`config.mk`:
```
export PLATFORM = sky130hd
export DESIGN_NAME = reg_bi
export DESIGN_NICKNAME = d
export VERILOG_FILES = /design/src/rtl/reg_bi_pkg.sv /design/src/rtl/reg_bi_src_mux.sv /design/src/rtl/reg_bi.sv
export SDC_FILE = /design/constraint.sdc
export NUM_CORES = 1
export LEC_CHECK = 0
export CORE_MARGIN = 5
export CORE_UTILIZATION = 27
export CTS_CLUSTER_DIAMETER = 40
export DETAILED_ROUTE_END_ITERATION = 10
export GPL_TIMING_DRIVEN = 0
export MAX_ROUTING_LAYER = met4
export PLACE_DENSITY = 0.72
export REMOVE_ABC_BUFFERS = 1
export SLEW_MARGIN = 40
export SYNTH_ARGS = -nofsm -noshare
export SYNTH_HDL_FRONTEND = slang
export SYNTH_SLANG_ARGS = --single-unit
```
`constraint.sdc`:
```
create_clock -name CLK -period 0.8 [get_ports CLK]
set_input_delay 0.24 -clock CLK [delete_from_list [all_inputs] [get_ports CLK]]
set_output_delay 0.24 -clock CLK [all_outputs]
set_load 0.01 [all_outputs]
```
`src/rtl/reg_bi_pkg.sv`:
```
// Shared CPU datapath package: width constant and BI/AI source selects.
// Also holds the strobe priority encoder used by the operand registers.
package reg_bi_pkg;

  localparam int DATA_W = 8;

  typedef enum logic [1:0] {
    BI_SRC_NONE   = 2'd0,
    BI_SRC_DB     = 2'd1,
    BI_SRC_INV_DB = 2'd2,
    BI_SRC_ADL    = 2'd3
  } bi_src_e;

  // DB wins over inverted DB, which wins over ADL.
  function automatic bi_src_e bi_src_sel(
    input logic db_ld,
    input logic inv_ld,
    input logic adl_ld
  );
    bi_src_e s;
    if (db_ld)       s = BI_SRC_DB;
    else if (inv_ld) s = BI_SRC_INV_DB;
    else if (adl_ld) s = BI_SRC_ADL;
    else             s = BI_SRC_NONE;
    return s;
  endfunction

endpackage

```
`src/rtl/reg_bi_src_mux.sv`:
```
// Operand source mux: picks DB, ~DB or ADL; falls back to the held value.
// Shared shape with the AI register.
module reg_bi_src_mux
  import reg_bi_pkg::*;
#(
  parameter int WIDTH = DATA_W
) (
  input  bi_src_e           sel_i,
  input  logic [WIDTH-1:0]  db_i,
  input  logic [WIDTH-1:0]  adl_i,
  input  logic [WIDTH-1:0]  hold_i,
  output logic [WIDTH-1:0]  data_o
);

  always_comb begin
    data_o = hold_i;
    case (sel_i)
      BI_SRC_DB:     data_o = db_i;
      BI_SRC_INV_DB: data_o = ~db_i;
      BI_SRC_ADL:    data_o = adl_i;
      default:       data_o = hold_i;
    endcase
  end

endmodule

```
`src/rtl/reg_bi.sv`:
```
// BI holding register: second ALU operand, loaded from DB, ~DB or ADL.
// Output comes straight from the flop; no input reaches TO_ALU combinationally.
module reg_bi
  import reg_bi_pkg::*;
#(
  parameter int WIDTH = DATA_W
) (
  input  logic              CLK,
  input  logic              RST,
  input  logic              DB_LOAD,
  input  logic              INV_DB_LOAD,
  input  logic              ADL_LOAD,
  input  logic [WIDTH-1:0]  ADL_DATA,
  input  logic [WIDTH-1:0]  DB_DATA,
  input  logic [WIDTH-1:0]  INV_DB_DATA,
  output logic [WIDTH-1:0]  TO_ALU
);

  bi_src_e          sel;
  logic [WIDTH-1:0] bi_d;
  logic [WIDTH-1:0] bi_q;
  logic             unused_inv_db;

  // The inverted bus is formed locally; the external copy is ignored.
  assign unused_inv_db = ^INV_DB_DATA;

  assign sel = bi_src_sel(DB_LOAD, INV_DB_LOAD, ADL_LOAD);

  reg_bi_src_mux #(
    .WIDTH (WIDTH)
  ) u_mux (
    .sel_i  (sel),
    .db_i   (DB_DATA),
    .adl_i  (ADL_DATA),
    .hold_i (bi_q),
    .data_o (bi_d)
  );

  always_ff @(posedge CLK or posedge RST) begin
    if (RST) bi_q <= '0;
    else     bi_q <= bi_d;
  end

  assign TO_ALU = bi_q;

endmodule

```
=== Word level (Yosys, flattened, before mapping) ===
Cells that the tools add are included.

* Output and inout port bits: 8
* Word-level logic and storage cells: 10
* Bits in registers: 8

* Reductions and logical operators: 1
* Bitwise logic cells: 1
* Equality and inequality tests: 3
* Multiplexer cells: 4

{| class="wikitable"
|+ Operator list
! kind !! count
|-
| $pmux 8 s3 || 1
|-
| $not 8->8 || 1
|-
| $mux 2 || 3
|-
| $eq 2x2->1 const B || 2
|-
| $reduce_bool 3->1 || 1
|-
| $eq 2x1->1 const B || 1
|}

=== Depth between registers and ports, before layout ===
Gate-level depths: netlist (run 1).

* Depth after elaboration: 5
* Mapped depth: 4
* Gate-level depth less buffers: 3

=== Modules after synthesis ===
From an unflattened synthesis (run 1), not the netlist that was laid out.

* Cell total of the unflattened synthesis: 57
* Area total of the unflattened synthesis: 558.0 µm²

{| class="wikitable"
|+ By module, submodules not included
! module !! instances !! cells each !! area an instance (µm²)
|-
| reg_bi_src_mux || 1 || 44 || 335.3
|-
| reg_bi || 1 || 13 || 222.7
|}

=== Worst setup path after synthesis (run 1) ===
Ideal clock, no wire load.

* Kind: input -> register
* From: input DB_LOAD
* To: register bi_q[5], in the netlist TO_ALU[5]
* Setup slack: -0.030 ns
* Stages: 3
* Buffers on the path: 1
* Required time: 0.710 ns
* Data arrival time: 0.739 ns
* Path through: buf_4 -> or2_1 -> o221ai_1

* Cells in the longest elaborated chain, start to end: 3
* Elaborated cells between the ends (all ways): 6
* Those cells by class: eq/ne: 3; mux: 2; reduce/logical: 1

{| class="wikitable"
|+ RTL lines
! what !! RTL line !! RTL
|-
| start: declaration || reg_bi.sv:10 || <nowiki>input logic DB_LOAD,</nowiki>
|-
| $mux 2 (*) || reg_bi_pkg.sv:21 || <nowiki>if (db_ld) s = BI_SRC_DB;</nowiki>
|-
| $eq 2x2->1 or $eq 2x1->1 (tied branches) || reg_bi_src_mux.sv:17 || <nowiki>case (sel_i)</nowiki>
|-
| $pmux 8 s3 or $reduce_bool 3->1 (tied branches) || - ||
|-
| end signal: assignment || reg_bi.sv:41 || <nowiki>else bi_q <= bi_d;</nowiki>
|-
| end: declaration || reg_bi.sv:21 || <nowiki>logic [WIDTH-1:0] bi_q;</nowiki>
|}

Every way passes the cells marked *; elsewhere a longest branch is shown, timed or not.
A chain may end at the register's enable or synchronous reset.

=== Worst setup path in the final report (run 1) ===
* From: register bi_q[6], in the netlist TO_ALU[6]
* To: output TO_ALU[6]

{| class="wikitable"
|+ RTL lines
! what !! RTL line !! RTL
|-
| end: declaration || reg_bi.sv:16 || <nowiki>output logic [WIDTH-1:0] TO_ALU</nowiki>
|}

No word-level cell between the ends.

==> impl_results.html, run 1 <==
<table>
<tr><th>Metric</th><th>Value</th></tr>
<tr><th colspan="2">Layout</th></tr>
<tr><td>Final core occ</td><td>a little under 50%</td></tr>
<tr><td>Share of final-layout standard cells stronger than drive strength 1</td><td>30.3%</td></tr>
<tr><td>Post-route cell area</td><td>~760 sq um</td></tr>
<tr><td>Area overhead of the layout relative to synthesis</td><td>73.4%</td></tr>
<tr><td>Commonest non-fill, non-tap cells in the layout</td><td>sky130_fd_sc_hd__clkdlybuf4s50_1 (12), sky130_fd_sc_hd__o211ai_1 (10), sky130_fd_sc_hd__dfrtp_1 (8), sky130_fd_sc_hd__nand2_1 (8), sky130_fd_sc_hd__buf_2 (7)</td></tr>
<tr><td>Post-Layout Cell Count</td><td>92</td></tr>
<tr><td>Number of flip-flops under the largest register name</td><td>8</td></tr>
<tr><td>Most common cell after layout, fill and taps aside</td><td>sky130_fd_sc_hd__clkdlybuf4s50_1</td></tr>
<tr><td>Ant diodes</td><td>0</td></tr>
<tr><td>Total number of nets in the final design</td><td>107</td></tr>
<tr><th colspan="2">Routing</th></tr>
<tr><td>Number of remaining DRC errors</td><td>0</td></tr>
<tr><td>Antenna-violating nets left</td><td>0</td></tr>
<tr><td>Mean number of vias per cell</td><td>just under 5</td></tr>
<tr><td>Final WL</td><td>roughly 1300 um</td></tr>
<tr><td>Detailed-route via count</td><td>about 460</td></tr>
<tr><td>Starting DRT DRC Count</td><td>6</td></tr>
<tr><td>Count of TritonRoute iterations in the first routing pass</td><td>4</td></tr>
<tr><td>Detail-routed net length per standard cell</td><td>around 14 um</td></tr>
<tr><th colspan="2">Timing</th></tr>
<tr><td>Minimum clock period after layout</td><td>roughly 1000 ps</td></tr>
<tr><td>Final setup slack of the worst path</td><td>-210 ps</td></tr>
<tr><td>Setup repair after global routing missed its margin</td><td>yes</td></tr>
<tr><td>Slew headroom</td><td>about four fifths</td></tr>
<tr><td>Fmax</td><td>slightly below 1000 MHz</td></tr>
<tr><td>Worst Max-Slew Pin Slew</td><td>~300 ps</td></tr>
<tr><td>Final setup viols</td><td>12</td></tr>
<tr><td>Post-Route Skew</td><td>0 ps</td></tr>
<tr><td>Final worst path period share</td><td>126%</td></tr>
<tr><td>Worst hold margin</td><td>247 ps</td></tr>
<tr><td>Final slew viol count</td><td>0</td></tr>
<tr><td>Hold Violations, Final</td><td>0</td></tr>
<tr><th colspan="2">Placement</th></tr>
<tr><td>Dpl hpwl</td><td>roughly 1000 um</td></tr>
<tr><td>Placed instance area</td><td>approximately 700 sq um</td></tr>
<tr><td>Port Buffer Count</td><td>28</td></tr>
<tr><td>Placed cell count</td><td>between 80 and 90</td></tr>
<tr><td>Global placer's final weighted congestion</td><td>between 0.6 and 0.7</td></tr>
<tr><td>Post-placement setup slack</td><td>-860 ps</td></tr>
<tr><th colspan="2">Clock network</th></tr>
<tr><td>Count of hold-fix buffers inserted at cts</td><td>0</td></tr>
<tr><td>Insertion delay of the later-clocked pin in the worst-skew pair</td><td>between 200 and 250 ps</td></tr>
<tr><td>Clock root buffer</td><td>sky130_fd_sc_hd__clkbuf_4</td></tr>
<tr><td>Maximum root-to-sink buffer count</td><td>2</td></tr>
<tr><td>CTS Sinks</td><td>8</td></tr>
<tr><td>Clock tree from TritonCTS</td><td>yes</td></tr>
<tr><td>Clock slew at the register clock pins of the worst setup and hold paths</td><td>approximately 50 ps</td></tr>
<tr><td>Inserted Clock Buffers</td><td>3</td></tr>
<tr><td>Clock H-tree levels</td><td>1</td></tr>
<tr><th colspan="2">Synthesis</th></tr>
<tr><td>Sequential-to-total area share from yosys stat</td><td>a little under half</td></tr>
<tr><td>Number of warning messages in the yosys log</td><td>0</td></tr>
<tr><td>Syn Inst Count</td><td>44</td></tr>
<tr><td>Netlist area before placement</td><td>around 440 sq um</td></tr>
<tr><td>Avg Synthesized Cell Area</td><td>9.92 sq um</td></tr>
<tr><td>Number of storage elements in the synthesis netlist</td><td>8</td></tr>
<tr><td>Cells taking the most area after synthesis</td><td>sky130_fd_sc_hd__dfrtp_1 (46%), sky130_fd_sc_hd__o211ai_1 (17%), sky130_fd_sc_hd__mux2i_1 (6.9%), sky130_fd_sc_hd__nand2_1 (6.9%), sky130_fd_sc_hd__o221ai_1 (6.0%)</td></tr>
<tr><td>Yosys cell types</td><td>12</td></tr>
<tr><td>Fraction of post-synthesis cell area in the top cell type by area</td><td>45.8%</td></tr>
<tr><td>Cell taking the most area after synthesis</td><td>sky130_fd_sc_hd__dfrtp_1</td></tr>
<tr><th colspan="2">Floorplan</th></tr>
<tr><td>Die outline width</td><td>50.2 um</td></tr>
<tr><td>Chip Height</td><td>50.2 um</td></tr>
<tr><td>Starting utilization of the core area</td><td>between 20 and 30%</td></tr>
<tr><td>Die Footprint</td><td>approximately 0.0025 sq mm</td></tr>
<tr><td>Count of pins on the block boundary</td><td>37</td></tr>
<tr><td>Core area</td><td>0.00152 sq mm</td></tr>
<tr><td>Number of placement rows</td><td>14</td></tr>
<tr><th colspan="2">Global route</th></tr>
<tr><td>Maximum number of pins on one net before global-route repair</td><td>14</td></tr>
<tr><td>Number of global-route vias before repair</td><td>about 520</td></tr>
<tr><td>Overall fraction of global-route tracks in use</td><td>about an eighth</td></tr>
<tr><td>First-pass GRT wire length</td><td>2210 um</td></tr>
<tr><td>Global-route congestion overflow total</td><td>0</td></tr>
<tr><td>Initial antenna violation count</td><td>0</td></tr>
<tr><th colspan="2">Critical path</th></tr>
<tr><td>Buf/Inv on CP</td><td>1</td></tr>
<tr><td>List of cells traversed by the critical path</td><td>buf_6</td></tr>
<tr><td>Maximum cell stage delay along the critical path</td><td>about 400 ps</td></tr>
<tr><td>Signal arrival time at the worst endpoint</td><td>around 770 ps</td></tr>
<tr><td>Worst endpoint required time</td><td>between 500 and 600 ps</td></tr>
<tr><td>Master of the slowest instance on the critical path</td><td>sky130_fd_sc_hd__dfrtp_1</td></tr>
<tr><td>Critical Path Fanout Max</td><td>2</td></tr>
<tr><td>Cell family with most CP delay</td><td>flip-flops</td></tr>
<tr><td>Setup Crit Path Kind</td><td>register to output pin</td></tr>
<tr><td>Crit path capture type</td><td>output pin</td></tr>
<tr><td>Critical Path Start Type</td><td>register</td></tr>
<tr><th colspan="2">Power and ir drop</th></tr>
<tr><td>Total power per unit cell area</td><td>1430 mW/mm^2</td></tr>
<tr><td>Leakage power summed over all cells</td><td>between 0.3 and 0.4 nW</td></tr>
<tr><td>Maximum resistive drop on vdd</td><td>about 0.66 mV</td></tr>
<tr><th colspan="2">Outcome</th></tr>
<tr><td>Violations in the final reports</td><td>setup timing</td></tr>
<tr><td>Result of the run</td><td>complete, but fails checks</td></tr>
<tr><th colspan="2">Worst hold path</th></tr>
<tr><td>Type of the tightest min-delay check</td><td>input port to async pin</td></tr>
<tr><th colspan="2">Job</th></tr>
<tr><td>Max Cap Viol</td><td>0</td></tr>
</table>
## kinds of logic (layout without fill, tap and decap cells)
group,count (synthesis),in the layout,synth area share [%]
AOI/OAI and AO/OA,13,13,23.2
buffers and inverters,4,36,5.15
DFF,8,8,45.8
muxes,3,3,6.88
and+or+nand+nor,16,16,18.9
## layout make-up
cell class              instances  area, sq um
fillers                       156          767
repair buffers                 32          268
multi-input cells              32          243
flip-flops and latches          8          200
clock buffers                   3         22.5
well taps                      16         20.0
inverters                       1         3.75
## per-stage QoR
stage          setup TNS, ps  power [mW]
3_5_place_dp           -8860       0.788
6_report               -2080        1.08
2_1_floorplan              0       0.569
3_3_place_gp           -8480       0.777
5_1_grt                -2660        1.16
4_1_cts                -2010        1.08
## final timing paths
kind,cells after the start,slack (ps),from,to
setup / recovery,1,-210,TO_ALU[6]$_DFFE_PP0P_,TO_ALU[6]
hold / removal,2,250,RST,TO_ALU[5]$_DFFE_PP0P_
setup reg to reg,3,-130,TO_ALU[3]$_DFFE_PP0P_,TO_ALU[3]$_DFFE_PP0P_
hold reg to reg,2,550,TO_ALU[0]$_DFFE_PP0P_,TO_ALU[0]$_DFFE_PP0P_
max in group asynchronous,2,320,RST,TO_ALU[6]$_DFFE_PP0P_
min in group CLK,3,320,ADL_DATA[5],TO_ALU[5]$_DFFE_PP0P_
## synthesized netlist by cell type
cell,number
sky130_fd_sc_hd__buf_4,2
sky130_fd_sc_hd__clkbuf_1,1
sky130_fd_sc_hd__dfrtp_1,8
sky130_fd_sc_hd__inv_1,1
sky130_fd_sc_hd__mux2i_1,3
sky130_fd_sc_hd__nand2_1,8
sky130_fd_sc_hd__nand2b_1,4
sky130_fd_sc_hd__nor2_2,1
sky130_fd_sc_hd__o211ai_1,10
sky130_fd_sc_hd__o221ai_1,3
sky130_fd_sc_hd__or2_1,1
sky130_fd_sc_hd__or2b_1,2
## timing repair
action                                  CTS  global route
endpoints found under the setup margin   16            16
buffers inserted                          3             1
endpoints found under the hold margin     0             0
pin swaps                                10             5
resized for setup                        54             6
## where the power goes
group          switching (mW)  total (mW)  internal (mW)
logic                   0.131       0.318          0.187
clock network           0.128       0.299          0.171
registers              0.0235       0.468          0.444
## metal layers
| metal | part of all wire (%) | track usage [%] | wire (um) |
|---|---|---|---|
| met5 | 0 | - | 0 |
| met4 | 1.2 | 5.24 | 16 |
| met3 | 11 | 5.03 | 147 |
| met2 | 48 | 18.6 | 629 |
| met1 | 39 | 12.8 | 515 |
Power figures use the tool's default switching activity.
==> run 2: changes to the inputs <==
--- a/config.mk
+++ b/config.mk
@@ -7,7 +7,7 @@
 export LEC_CHECK = 0
 export CORE_MARGIN = 5
 export CORE_UTILIZATION = 27
-export CTS_CLUSTER_DIAMETER = 40
+export CTS_CLUSTER_DIAMETER = 50
 export DETAILED_ROUTE_END_ITERATION = 10
 export GPL_TIMING_DRIVEN = 0
 export MAX_ROUTING_LAYER = met4
==> results of run 2 <==
The final DEF is identical to that of run 1; final timing and power are the same.
